==> src/rtl/key_debounce.sv <==
`default_nettype none
// ============================================================================
// Module   : key_debounce
// Purpose  : Synchronises the active-low, bouncy key1 pin into clk12MHz and
//            debounces it. Produces a clean held level plus single-cycle
//            press, release and long-press strobes, and a press counter.
// Revision : 1.0 - initial release
// ============================================================================
module key_debounce #(
  parameter int DEBOUNCE_CYCLES = 120000,
  parameter int LONG_CYCLES     = 12000000,
  parameter int CNT_W           = 24
) (
  input  logic       clk12MHz,
  input  logic       rst,
  input  logic       key1,
  output logic       pressed,
  output logic       press_pulse,
  output logic       release_pulse,
  output logic       long_pulse,
  output logic [7:0] press_count
);

  // Terminal values of the two counters, sized to the counter width.
  localparam logic [CNT_W-1:0] c_db_last   = CNT_W'(DEBOUNCE_CYCLES - 1);
  localparam logic [CNT_W-1:0] c_long_last = CNT_W'(LONG_CYCLES - 1);
  localparam logic [CNT_W-1:0] c_long_prev = CNT_W'(LONG_CYCLES - 2);
  localparam logic [CNT_W-1:0] c_cnt_one   = CNT_W'(1);
  localparam logic [CNT_W-1:0] c_cnt_zero  = '0;

  typedef enum logic [1:0] {
    ST_IDLE         = 2'd0,
    ST_PRESS_WAIT   = 2'd1,
    ST_HELD         = 2'd2,
    ST_RELEASE_WAIT = 2'd3
  } state_t;

  state_t           r_state;
  state_t           w_state_nxt;
  logic             r_sync1;
  logic             r_sync2;
  logic [CNT_W-1:0] r_db_cnt;
  logic [CNT_W-1:0] w_db_cnt_nxt;
  logic [CNT_W-1:0] r_hold_cnt;
  logic [CNT_W-1:0] w_hold_cnt_nxt;
  logic             r_long_fired;
  logic             w_long_fired_nxt;
  logic             w_hold_run;
  logic             r_pressed;
  logic             w_pressed_nxt;
  logic             r_press_pulse;
  logic             w_press_pulse_nxt;
  logic             r_release_pulse;
  logic             w_release_pulse_nxt;
  logic             r_long_pulse;
  logic             w_long_pulse_nxt;
  logic [7:0]       r_press_count;
  logic [7:0]       w_press_count_nxt;

  // Two-flop synchroniser; resets to the released level (high).
  always_ff @(posedge clk12MHz) begin
    if (rst) begin
      r_sync1 <= 1'b1;
      r_sync2 <= 1'b1;
    end else begin
      r_sync1 <= key1;
      r_sync2 <= r_sync1;
    end
  end

  // State, counters and registered outputs.
  always_ff @(posedge clk12MHz) begin
    if (rst) begin
      r_state         <= ST_IDLE;
      r_db_cnt        <= c_cnt_zero;
      r_hold_cnt      <= c_cnt_zero;
      r_long_fired    <= 1'b0;
      r_pressed       <= 1'b0;
      r_press_pulse   <= 1'b0;
      r_release_pulse <= 1'b0;
      r_long_pulse    <= 1'b0;
      r_press_count   <= 8'd0;
    end else begin
      r_state         <= w_state_nxt;
      r_db_cnt        <= w_db_cnt_nxt;
      r_hold_cnt      <= w_hold_cnt_nxt;
      r_long_fired    <= w_long_fired_nxt;
      r_pressed       <= w_pressed_nxt;
      r_press_pulse   <= w_press_pulse_nxt;
      r_release_pulse <= w_release_pulse_nxt;
      r_long_pulse    <= w_long_pulse_nxt;
      r_press_count   <= w_press_count_nxt;
    end
  end

  // Next-state, counter and output decode.
  always_comb begin
    w_state_nxt         = r_state;
    w_db_cnt_nxt        = r_db_cnt;
    w_hold_cnt_nxt      = r_hold_cnt;
    w_long_fired_nxt    = r_long_fired;
    w_hold_run          = 1'b0;
    w_press_pulse_nxt   = 1'b0;
    w_release_pulse_nxt = 1'b0;
    w_long_pulse_nxt    = 1'b0;
    w_press_count_nxt   = r_press_count;

    case (r_state)
      ST_IDLE: begin
        if (!r_sync2) begin
          w_state_nxt  = ST_PRESS_WAIT;
          w_db_cnt_nxt = c_cnt_zero;
        end
      end
      ST_PRESS_WAIT: begin
        if (r_sync2) begin
          w_state_nxt = ST_IDLE;
        end else if (r_db_cnt == c_db_last) begin
          w_state_nxt       = ST_HELD;
          w_press_pulse_nxt = 1'b1;
          w_press_count_nxt = r_press_count + 8'd1;
          w_hold_cnt_nxt    = c_cnt_zero;
          w_long_fired_nxt  = 1'b0;
        end else begin
          w_db_cnt_nxt = r_db_cnt + c_cnt_one;
        end
      end
      ST_HELD: begin
        w_hold_run = 1'b1;
        if (r_sync2) begin
          w_state_nxt  = ST_RELEASE_WAIT;
          w_db_cnt_nxt = c_cnt_zero;
        end
      end
      ST_RELEASE_WAIT: begin
        w_hold_run = 1'b1;
        if (!r_sync2) begin
          w_state_nxt = ST_HELD;
        end else if (r_db_cnt == c_db_last) begin
          // The release edge ends the press: no long strobe on the same
          // cycle, so the pulses can never overlap.
          w_state_nxt         = ST_IDLE;
          w_release_pulse_nxt = 1'b1;
          w_hold_run          = 1'b0;
        end else begin
          w_db_cnt_nxt = r_db_cnt + c_cnt_one;
        end
      end
      default: begin
        w_state_nxt = ST_IDLE;
      end
    endcase

    // Hold timer saturates at its terminal count; the strobe fires on the
    // cycle the terminal count is reached, once per press.
    if (w_hold_run && (r_hold_cnt != c_long_last)) begin
      w_hold_cnt_nxt = r_hold_cnt + c_cnt_one;
      if ((r_hold_cnt == c_long_prev) && !r_long_fired) begin
        w_long_pulse_nxt = 1'b1;
        w_long_fired_nxt = 1'b1;
      end
    end

    w_pressed_nxt = (w_state_nxt == ST_HELD) || (w_state_nxt == ST_RELEASE_WAIT);
  end

  assign pressed       = r_pressed;
  assign press_pulse   = r_press_pulse;
  assign release_pulse = r_release_pulse;
  assign long_pulse    = r_long_pulse;
  assign press_count   = r_press_count;

endmodule
`default_nettype wire
==> config.mk <==
export PLATFORM = sky130hd
export DESIGN_NAME = key_debounce
export DESIGN_NICKNAME = d
export VERILOG_FILES = /design/src/rtl/key_debounce.sv
export SDC_FILE = /design/constraint.sdc
export NUM_CORES = 1
export LEC_CHECK = 0
export CORE_UTILIZATION = 55
export CTS_CLUSTER_SIZE = 30
export DETAILED_ROUTE_END_ITERATION = 8
export PLACE_DENSITY = 0.86
export SLEW_MARGIN = 20
export SYNTH_ARGS = -nofsm -noshare
export SYNTH_HDL_FRONTEND = slang
export SYNTH_SLANG_ARGS = --single-unit
==> constraint.sdc <==
create_clock -name clk12MHz -period 2.57 [get_ports clk12MHz]
set_clock_uncertainty 0.05 [all_clocks]
set_input_delay 0.771 -clock clk12MHz [delete_from_list [all_inputs] [get_ports clk12MHz]]
set_output_delay 0.771 -clock clk12MHz [all_outputs]
set_load 0.01 [all_outputs]
==> flow_metrics.py <==
metrics = {
    "outcome": {
        "outcome": "completed",
    },
    "sta": {
        "min_period_over_period_pct": 96.8,
        "worst_pin_slew_ps": 525,
        "whs_ps": 357,
        "max_slew_margin_pct": 64.9,
        "fmax_mhz": 402,
        "finalCriticalPeriod_ps": 2490,
        "slew_violations": 0,
        "final.setup.tns_ps": 0,
        "rsz0062_at_grt": "false",
        "finalSetupViolations": 0,
        "hold_viol": 0,
    },
    "cells_and_area": {
        "fillers": 453,
        "final_core_util_pct": 67.6,
        "drive_above_1_share_pct": 12.7,
        "nets": 459,
        "regArea_um2": 1280,
        "multi_input_area_um2": 2020,
        "antenna_cells": 0,
        "fin_cells": 532,
        "syn2layout_area_growth_pct": 16.6,
    },
    "global_route": {
        "grt_pass1_wl_um": 13900,
        "grt_pass1_vias": 3046,
        "grt_max_degree": 28,
        "antenna_found_initial": 0,
        "track_usage_pct": 27.5,
        "grt_overflow": 0,
    },
    "die": {
        "initial_utilization_pct": 57.9,
        "chipWidth_um": 81.4,
        "die_y_um": 81.4,
        "ioPinCount": 15,
        "rows": 28,
        "dieArea_um2": 6630,
        "core-area_um2": 5990,
    },
    "detailed_routing": {
        "wirelength_um": 8550,
        "vias": 3402,
        "routedWlPerCell_um": 16.1,
        "route.detailed.drc": 0,
        "via_per_inst": 6.39,
        "ant_nets": 0,
        "drt_iter0_markers": 212,
        "dr.pass1.iters": 6,
    },
    "placed_design": {
        "port_buffers": 14,
        "place_inst": 516,
        "globalplace.congestion": 0.863,
        "place_hpwl_um": 6020,
    },
    "clock_tree": {
        "clk_latency_ps": 340,
        "cts_tree": "done",
        "cts_buffer_depth": 2,
        "numCtsBuffers": 9,
        "clock_sinks": 64,
        "cts.clk_slew.worst_paths_ps": 70,
        "clock-root-buffer": "clkbuf_8",
        "post_cts_buffers": 0,
        "h-tree-depth": 3,
    },
    "critical_path": {
        "startpoint": "r_db_cnt[19]",
        "setup.worst_path.end_class": "flop",
        "worstPathArrival_ps": 2670,
        "critPathRequiredTime_ps": 2750,
        "critPathMaxFanout": 6,
        "reg2reg_from": "r_db_cnt[19]",
        "worstSetupPathType": "reg2reg",
        "start_kind": "flop",
    },
    "power": {
        "pwr_density_cell_nw_per_um2": 478,
        "leakage_nw": 1.26,
        "ir_worst_vdd_v": 0.000329,
        "total_power_mw": 1.94,
    },
    "yosys": {
        "yosys-top-cells-area": "dfxtp_1 (37%), nand3_1 (4.2%), a21oi_1 (4.0%)",
        "async_flop_share_pct": 0,
        "yosysWarnings": 0,
        "synth_edf_count": 0,
        "yosysMostFrequentCell": "dfxtp_1",
        "synthesis.instances": 422,
        "yosysTopAreaCellShare_pct": 36.9,
        "synth_nets": 429,
        "ys.flop_type": "dfxtp_1",
        "syn_area_um2": 3470,
        "synth_area_leader_cell": "dfxtp_1",
        "yosysSeqAreaShare_pct": 36.9,
        "synth_cell_types": 54,
        "synthTopCellsByCount": "dfxtp_1 (64), nand2_1 (36), inv_1 (31)",
        "synth_seq_cells": 64,
        "synth.avg_cell_area_um2": 8.22,
    },
    "job": {
        "drv_cap": 0,
    },
    "min_path": {
        "min_path_type": "reg2reg",
        "hold_path_startpoint": "r_sync1",
    },
}
[layout make-up]
class,instances,area share [%]
inverter,31,2.87
multi-input combinational,309,49.9
sequential,64,31.7
clock buffer,13,3.93
timing repair buffer,37,8.35
clock inverter,3,0.989
tap,75,2.32
[final timing paths]
check                   end  slack [ps]  cells past startpoint
min reg2reg         r_sync2         360                      1
max reg2reg  r_hold_cnt[15]          80                      5
min                 r_sync2         360                      1
max          r_hold_cnt[15]          80                      5
[logic make-up (layout without fill, tap and decap cells)]
family	after synthesis	count (layout)	synth area share [%]
AOI/OAI and AO/OA	94	94	18.5
xor gates and xnor gates	7	7	1.77
adders and majority gates	4	4	1.44
buffers and inverters	49	84	5.48
DFF	64	64	36.9
muxes	7	7	2.09
and+or+nand+nor	197	197	33.8
[timing repair]
| action | 4_1_cts | 5_1_grt |
|---|---|---|
| hold buffers | 0 | 0 |
| resized for setup | 0 | 2 |
| setup endpoints to repair | 0 | 4 |
[flip-flops by register name, summed over array words and instances (netlist names)]
name / cells
long_pulse: 1
release_pulse: 1
r_hold_cnt: 24
press_pulse: 1
r_sync1: 1
press_count: 8
r_long_fired: 1
r_sync2: 1
r_db_cnt: 24
r_state: 2
[power breakdown]
part | switching (mW) | internal [mW]
Sequential | 0.00190 | 0.993
Combinational | 0.0399 | 0.0231
Clock | 0.379 | 0.499
[metrics by stage]
stage                     worst slack [ps]  cell area [um2]
after floorplan                        117             3470
after global placement                 158             3840
after detailed placement               101             3840
after CTS                             85.4             4040
after global routing                  4.04             4050
final                                 81.4             4050
[routing by layer]
metal  part of all wire (%)  track usage (%)  wire length [um]  up-vias
li1                       -                -                 -     1662
met1                     44             33.2              3730     1600
met2                     48             44.7              4130      113
met3                    5.5             8.22               470       27
met4                    2.6             13.2               222        0
met5                      0                0                 0        -
[critical path, cell delays in order (launching register included)]
cell and delay [ps]:
dfxtp_1 370, or4_4 560, or4_4 560, o41ai_4 360, or4_1 170, mux2_1 310
[layout by cell type, fill, tap and decap left out, types with 8 or more instances in the layout]
master	instances
or3_1	12
dfxtp_1	63
nand4_1	20
o31ai_1	12
clkdlybuf4s50_1	14
clkbuf_8	11
buf_4	21
or4_1	16
o21ai_0	14
inv_1	31
nand2_1	36
and3_1	8
nor3_1	8
o211ai_1	8
nand3_1	29
o221ai_1	11
nor2_1	17
a21oi_1	28
Power figures use the tool's default switching activity.
